`src/rtl/sipo_frame_if.sv`:
```
// sipo_frame_if: serial-in and parallel-out handshake bundle for sipo_frame
interface sipo_frame_if #(parameter int WIDTH = 4);
  localparam int CW = $clog2(WIDTH + 1);
  logic             shift;
  logic             a;
  logic             flush;
  logic             out_ready;
  logic [WIDTH-1:0] out;
  logic             out_valid;
  logic             overrun;
  logic [CW-1:0]    bit_count;
  modport master(output shift, a, flush, out_ready, input out, out_valid, overrun, bit_count);
  modport slave(input shift, a, flush, out_ready, output out, out_valid, overrun, bit_count);
endinterface

```
`src/rtl/sipo_frame.sv`:
```
// sipo_frame: parametrised serial-in/parallel-out deserialiser with held output, flush and overrun
module sipo_frame #(
  parameter int WIDTH     = 4,
  parameter bit LSB_FIRST = 1'b1
) (
  input  logic         clk,
  input  logic         reset,
  sipo_frame_if.slave  bus
);
  localparam int CW = $clog2(WIDTH + 1);
  logic [WIDTH-1:0] r_sr, r_out, w_next_sr;
  logic [CW-1:0]    r_cnt;
  logic             r_valid, r_ovr, w_done, w_free;
  assign w_next_sr = LSB_FIRST ? {bus.a, r_sr[WIDTH-1:1]} : {r_sr[WIDTH-2:0], bus.a};
  assign w_done    = bus.shift & ~bus.flush & (r_cnt == CW'(WIDTH - 1));
  // the register is free if empty or being consumed on this very edge
  assign w_free    = ~r_valid | bus.out_ready;
  always_ff @(posedge clk) begin
    if (reset) begin
      r_sr    <= '0;
      r_cnt   <= '0;
      r_out   <= '0;
      r_valid <= 1'b0;
      r_ovr   <= 1'b0;
    end else begin
      if (bus.flush) begin
        r_sr  <= '0;
        r_cnt <= '0;
      end else if (bus.shift) begin
        r_sr  <= w_next_sr;
        r_cnt <= w_done ? '0 : r_cnt + 1'b1;
      end
      if (w_done && w_free) begin
        r_out   <= w_next_sr;
        r_valid <= 1'b1;
      end else if (r_valid && bus.out_ready) begin
        r_valid <= 1'b0;
      end
      if (w_done && !w_free) r_ovr <= 1'b1;
    end
  end
  assign bus.out       = r_out;
  assign bus.out_valid = r_valid;
  assign bus.overrun   = r_ovr;
  assign bus.bit_count = r_cnt;
endmodule

```
`src/flat_wrapper.sv`:
```
// flat-port wrapper written by rule: the top's interface ports become plain ports
module sipo_frame_flat 
#(
  parameter int WIDTH     = 4,
  parameter bit LSB_FIRST = 1'b1
)
  (clk, reset, bus_shift, bus_a, bus_flush, bus_out_ready, bus_out, bus_out_valid, bus_overrun, bus_bit_count);
  sipo_frame_if #(.WIDTH(WIDTH)) bus_i ();
  input  logic clk;
  input  logic reset;
  input wire logic [$bits(bus_i.shift)-1:0] bus_shift;
  input wire logic [$bits(bus_i.a)-1:0] bus_a;
  input wire logic [$bits(bus_i.flush)-1:0] bus_flush;
  input wire logic [$bits(bus_i.out_ready)-1:0] bus_out_ready;
  output wire logic [$bits(bus_i.out)-1:0] bus_out;
  output wire logic [$bits(bus_i.out_valid)-1:0] bus_out_valid;
  output wire logic [$bits(bus_i.overrun)-1:0] bus_overrun;
  output wire logic [$bits(bus_i.bit_count)-1:0] bus_bit_count;
  assign bus_i.shift = bus_shift;
  assign bus_i.a = bus_a;
  assign bus_i.flush = bus_flush;
  assign bus_i.out_ready = bus_out_ready;
  assign bus_out = bus_i.out;
  assign bus_out_valid = bus_i.out_valid;
  assign bus_overrun = bus_i.overrun;
  assign bus_bit_count = bus_i.bit_count;
  sipo_frame #(.WIDTH(WIDTH), .LSB_FIRST(LSB_FIRST)) u_core (.clk(clk), .reset(reset), .bus(bus_i));
endmodule
```
`config.mk`:
```
export PLATFORM = sky130hd
export DESIGN_NAME = sipo_frame_flat
export DESIGN_NICKNAME = d
export VERILOG_FILES = /design/src/rtl/sipo_frame_if.sv /design/src/rtl/sipo_frame.sv /design/src/flat_wrapper.sv
export SDC_FILE = /design/constraint.sdc
export NUM_CORES = 1
export LEC_CHECK = 0
export CAP_MARGIN = 20
export CORE_MARGIN = 2
export CORE_UTILIZATION = 39
export CTS_CLUSTER_DIAMETER = 120
export DETAILED_ROUTE_END_ITERATION = 8
export GPL_ROUTABILITY_DRIVEN = 0
export GPL_TIMING_DRIVEN = 1
export MAX_ROUTING_LAYER = met4
export PLACE_DENSITY = 0.72
export SLEW_MARGIN = 20
export SYNTH_ARGS = -nofsm -noshare
export SYNTH_HDL_FRONTEND = slang
export SYNTH_SLANG_ARGS = --single-unit
```
`constraint.sdc`:
```
create_clock -name clk -period 1.2 [get_ports clk]
set_input_delay 0.12 -clock clk [delete_from_list [all_inputs] [get_ports clk]]
set_output_delay 0.12 -clock clk [all_outputs]
set_load 0.005 [all_outputs]
```
==> results.json, run 1 <==
{
  "ios": 15,
  "synth-xor-area-share_pct": 0,
  "cpPeakStageDelay_ns": 0.33,
  "yosysWarnings": 0,
  "p_sw_share_pct": 21.0,
  "cp_max_fo": 4,
  "criticalPathCategory": "reg2reg",
  "cts_max_path_buffers": 2,
  "first_iter_violations": 0,
  "finalCritPeriodShare_pct": 94.8,
  "core_area_mm2": 0.00128,
  "switchingPower_w": 0.000149,
  "dpl.hpwl_um": 650,
  "wl_met1_um": 425,
  "pwr-share-comb_pct": 8.7,
  "tightest_slew_ns": 0.183,
  "synth.distinct_cells": 16,
  "firstDrtPassIters": 1,
  "min_path_type": "in2reg",
  "worstPathArrival_ns": 1.34,
  "cts_hold_buffers": 0,
  "synthSimpleGateAreaFrac_pct": 26.3,
  "die_h_um": 40.8,
  "clkLatencyLatePin_ns": 0.27,
  "antenna_cells": 0,
  "start_util_pct": 41.1,
  "slew_violations": 0,
  "clock-root-buffer": "clkbuf_4",
  "powerDensity_mw_per_mm2": 950,
  "fillers": 114,
  "track_usage_pct": 13.6,
  "synthMuxAreaShare_pct": 13.3,
  "pwr-share-clk_pct": 34.1,
  "final.setup_skew_ns": 0.00225,
  "top_layer_used": "met4",
  "finalCriticalPeriod_ns": 1.14,
  "vias": 388,
  "antenna_left": 0,
  "syn_nets": 57,
  "drv_cap": 0,
  "numPortBuffers": 14,
  "wire_per_inst_um": 9.97,
  "critPathCaptureType": "flip-flop",
  "routed_via_density": 4.51,
  "wl_met2_um": 380,
  "crit_chain": "ha_2 > nand4bb_4 > nor2b_4 > mux2i_1",
  "peakVddDrop_mv": 0.533,
  "die_w_um": 40.8,
  "drc": 0,
  "cts_made_buffers": 3,
  "die-area_mm2": 0.00166,
  "crit_slowest_cell": "dfxtp_2",
  "worst_ep_required_time_ns": 1.40,
  "area_growth_pct": 40.8,
  "grt_pass1_wl_um": 1400,
  "start_kind": "flip-flop",
  "globalRoute.totalOverflow": 0,
  "syn_area_um2": 528,
  "setup_ws_ns": 0.0623,
  "synth_compound_area_share_pct": 6.16,
  "cts_tree": "done",
  "fmax_mhz": 879,
  "cts.sinks": 12,
  "layout_commonest_cell": "nand2b_1",
  "max_slew_margin_pct": 87.8,
  "fin_cells": 86,
  "htreeDepth": 1,
  "final_cell_mix": "11 x nand2b_1, 9 x dlygate4sd2_1, 8 x buf_4",
  "hold_viol": 0,
  "dp_slack_ns": -0.158,
  "cts_setup_buffers": 0,
  "synth.avg_cell_area_um2": 10.6,
  "rows": 13,
  "syn_inst": 50,
  "place_inst": 83,
  "layout.nets": 80,
  "grt_antenna_before_repair": 0,
  "synth_seq_cells": 12,
  "grt_pass1_vias": 346,
  "grt_max_degree": 11,
  "cts.clk_slew.worst_paths_ns": 0.07,
  "synth_top_family_by_area": "simple AND/OR/NAND/NOR gates",
  "outcome": "complete, no violations",
  "internal_power_w": 0.000557,
  "final_layout_size_suffix_gt1_share_pct": 29.6,
  "seq_power_share_pct": 57.2,
  "wl_met3_um": 40,
  "routed_wl_um": 857,
  "p_leak_nw": 0.321,
  "synth_adder_area_share_pct": 2.37,
  "finalSetupViolations": 0,
  "synth_seq_area_share_pct": 45.5
}
-- kinds of logic (layout without fill, tap and decap cells) --
| group | after synthesis | after routing |
|---|---|---|
| DFF | 12 | 12 |
| muxes | 7 | 7 |
| AOI/OAI and AO/OA | 5 | 5 |
| adders and majority gates | 1 | 1 |
| buffers and inverters | 5 | 26 |
| and+or+nand+nor | 20 | 20 |
-- area by class of cell --
| cell class | instances | area, um^2 | area share, % |
|---|---|---|---|
| sequential | 12 | 248 | 33.3 |
| clock buffer | 3 | 22.5 | 3.03 |
| multi-input combinational | 33 | 262 | 35.2 |
| tap | 15 | 18.8 | 2.53 |
| inverter | 1 | 3.75 | 0.505 |
| timing repair buffer | 22 | 189 | 25.4 |
-- power groups by stage --
stage	combinational, W	sequential [W]	clock (W)
final	0.0000615	0.000404	0.000240
after global routing	0.0000667	0.000404	0.000263
after CTS	0.0000621	0.000404	0.000247
after detailed placement	0.0000633	0.000413	0
after global placement	0.0000621	0.000413	0
after floorplan	0.0000314	0.000413	0
-- Yosys cell counts --
| cell | count | area, um^2 |
|---|---|---|
| a211oi_1 | 1 | 7.51 |
| a21oi_1 | 3 | 15.0 |
| buf_6 | 2 | 22.5 |
| clkbuf_1 | 2 | 7.51 |
| dfxtp_1 | 12 | 240 |
| ha_1 | 1 | 12.5 |
| inv_1 | 1 | 3.75 |
| mux2i_1 | 7 | 70.1 |
| nand2b_1 | 11 | 68.8 |
| nand3_1 | 1 | 5.00 |
| nand3b_1 | 1 | 7.51 |
| nand4bb_4 | 1 | 27.5 |
| nor2_1 | 4 | 15.0 |
| nor2b_2 | 1 | 8.76 |
| o21ba_2 | 1 | 10.0 |
| or2_1 | 1 | 6.26 |
-- flip-flops by register name, indices dropped and copies added, names as in the netlist --
register,flops
u_core.r_sr,3
u_core.bus.out_valid,1
u_core.bus.overrun,1
u_core.bus.out,4
u_core.bus.bit_count,3
-- worst paths after layout --
check                       endpoint               startpoint  slack, ns  cells after the start
max                u_core.bus.out[2]  u_core.bus.bit_count[0]       0.06                      4
min                u_core.bus.out[3]                    bus_a       0.44                      3
max reg2reg        u_core.bus.out[2]  u_core.bus.bit_count[0]       0.06                      4
min reg2reg  u_core.bus.bit_count[2]  u_core.bus.bit_count[2]       0.44                      2
-- timing repair --
| action | CTS | global route |
|---|---|---|
| resized for setup | 16 | 1 |
| pin swaps | 0 | 0 |
| endpoints found under the setup margin | 13 | 4 |
-- worst max-delay path: cells and delay by family (launching register included) --
kind	cells	cell delay, ns
adders and majority gates	1	0.20
DFF	1	0.33
muxes	1	0.19
and+or+nand+nor	2	0.34
-- per-layer routing --
| metal | vias to the layer above | GRT usage (%) |
|---|---|---|
| met5 | - | - |
| met3 | 2 | 3.26 |
| met4 | 0 | 10.0 |
| met1 | 169 | 16.1 |
| li1 | 207 | - |
| met2 | 10 | 19.9 |
-- metrics by stage --
stage	setup TNS, ns	total power, W	hold WS [ns]	util, %	cell area [um^2]
4_1_cts	0	0.000712	0.435	57.6	741
3_5_place_dp	-0.698	0.000476	0.441	55.8	717
2_1_floorplan	0	0.000445	0.267	-	528
5_1_grt	-0.000541	0.000734	0.468	57.8	743
6_report	0	0.000706	0.436	57.8	743
3_3_place_gp	-0.540	0.000475	0.439	55.8	717
Power figures use the tool's default switching activity.
==> run 2, diff against run 1 <==
Settings changed: SETUP_SLACK_MARGIN set to 0.1.
==> results.json, run 2 (same netlist as run 1, synthesis figures left out) <==
{
  "outcome": "complete, no violations",
  "r2r-start": "u_core.bus.bit_count[0]",
  "min_to": "u_core.bus.bit_count[2]",
  "cts_tree": "done",
  "fillers": 113,
  "start_util_pct": 41.1,
  "finalSetupViolations": 0,
  "final.setup_skew_ns": 0.00315,
  "grt_pass1_wl_um": 1440,
  "largest_reg_flops": 4,
  "routed_wl_um": 898,
  "final_cell_mix": "11 x nand2b_1, 8 x dlygate4sd2_1, 8 x buf_4",
  "multiInputGateArea_um2": 277,
  "dpl.hpwl_um": 620,
  "htreeDepth": 1,
  "critPathCaptureType": "flip-flop",
  "holdPathStages": 2,
  "min_path_type": "reg2reg",
  "final_layout_size_suffix_gt1_share_pct": 31.5,
  "criticalPathCategory": "reg2reg",
  "worstPathArrival_ns": 1.36,
  "numPortBuffers": 14,
  "r2r_slack_ns": 0.02,
  "fmax_mhz": 844,
  "hold_viol": 0,
  "die_w_um": 40.8,
  "rows": 13,
  "cp_max_fo": 4,
  "drc": 0,
  "slew_violations": 0,
  "die_h_um": 40.8,
  "antenna_cells": 0,
  "cts_max_path_buffers": 2,
  "clkLatencyLatePin_ns": 0.27,
  "start_kind": "flip-flop",
  "r2r_cells": 6,
  "dpl-instance-area_um2": 702,
  "layout.nets": 81,
  "cts.clk_slew.worst_paths_ns": 0.08,
  "grt_max_degree": 11,
  "finalPower_w": 0.000790,
  "hp-start": "u_core.bus.bit_count[2]",
  "finalCriticalPeriod_ns": 1.18,
  "layout_commonest_cell": "nand2b_1",
  "peakVddDrop_mv": 0.474,
  "r2r_end": "u_core.bus.overrun",
  "regArea_um2": 249,
  "wire_per_inst_um": 10.2,
  "worst_ep_required_time_ns": 1.37,
  "cts_made_buffers": 3,
  "grt_antenna_before_repair": 0,
  "drv_cap": 0,
  "antenna_left": 0,
  "max_slew_margin_pct": 88.9,
  "dp_slack_ns": -0.129,
  "routed_via_density": 4.73,
  "powerDensity_mw_per_mm2": 1000,
  "tightest_slew_ns": 0.166,
  "first_iter_violations": 12,
  "track_usage_pct": 13.8,
  "grt_pass1_vias": 344,
  "place_inst": 79,
  "area_growth_pct": 48.8,
  "design_area_um2": 786,
  "rsz0062_at_grt": "true",
  "core_area_mm2": 0.00128,
  "die-area_mm2": 0.00166,
  "firstDrtPassIters": 4,
  "globalRoute.totalOverflow": 0,
  "vias": 416,
  "tns_ns": 0,
  "finalCritPeriodShare_pct": 98.7,
  "p_leak_nw": 0.332,
  "cts.sinks": 12,
  "setup_ws_ns": 0.0152,
  "ios": 15,
  "fin_cells": 88,
  "clock-root-buffer": "clkbuf_4"
}
==> run 2: changes by cell type in the layout (fill, tap and decap cells not counted), sizes merged <==
cell	delta
buf	+1
clkdlybuf4s15	+1
clkbuf	+1
dlygate4sd2	-1
==> run 2: worst max-delay path by stage <==
stage	start	end	cells past startpoint
CTS	u_core.bus.bit_count[0]	u_core.bus.out[3]	5
detailed placement	bus_shift	u_core.bus.out[2]	4
global placement	bus_shift	u_core.bus.out[3]	4
finish	u_core.bus.bit_count[0]	u_core.bus.overrun	6
floorplan	u_core.bus.bit_count[1]	u_core.bus.out[0]	5
global route	u_core.bus.bit_count[0]	u_core.bus.out[3]	5
==> run 2: area by class of cell <==
type | count | share of cell area (%)
timing repair buffer | 23 | 25.6
inverter | 1 | 0.478
sequential | 12 | 31.7
tap | 15 | 2.39
clock buffer | 4 | 4.62
multi-input combinational | 33 | 35.2
==> run 2: timing repair <==
action	in CTS	in global routing
hold buffers	0	0
hold endpoints to repair	0	0
endpoints found under the setup margin	13	9
pin swaps	0	1
gates resized for setup	16	1
buffers inserted	4	1
==> run 2: worst max-delay path: stages (launching register included) <==
cell and delay, ns:
dfxtp_4 0.35, buf_6 0.11, ha_4 0.16, nand4bb_4 0.10, buf_4 0.14, nor2_1 0.04, o21ba_2 0.18
==> run 2: per-layer routing <==
metal | global-route usage, % | up-vias | routed length (um)
met4 | 7.50 | 0 | 11
li1 | - | 209 | -
met3 | 1.63 | 2 | 51
met2 | 19.5 | 15 | 389
met1 | 18.9 | 190 | 446
met5 | - | - | 0
==> run 2: power by group <==
group | switching [W] | internal, W | leakage (nW)
combinational | 0.0000230 | 0.0000430 | 0.212
clock | 0.000136 | 0.000184 | 0.0210
sequential | 0.00000304 | 0.000400 | 0.0997
total | 0.000162 | 0.000627 | 0.332
==> run 2: per-stage QoR <==
stage / hold WS (ns) / utilization (%)
6_report: 0.447 / 61.1
5_1_grt: 0.459 / 61.1
4_1_cts: 0.446 / 60.2
3_5_place_dp: 0.441 / 54.6
3_3_place_gp: 0.438 / 54.6
2_1_floorplan: 0.267 / -
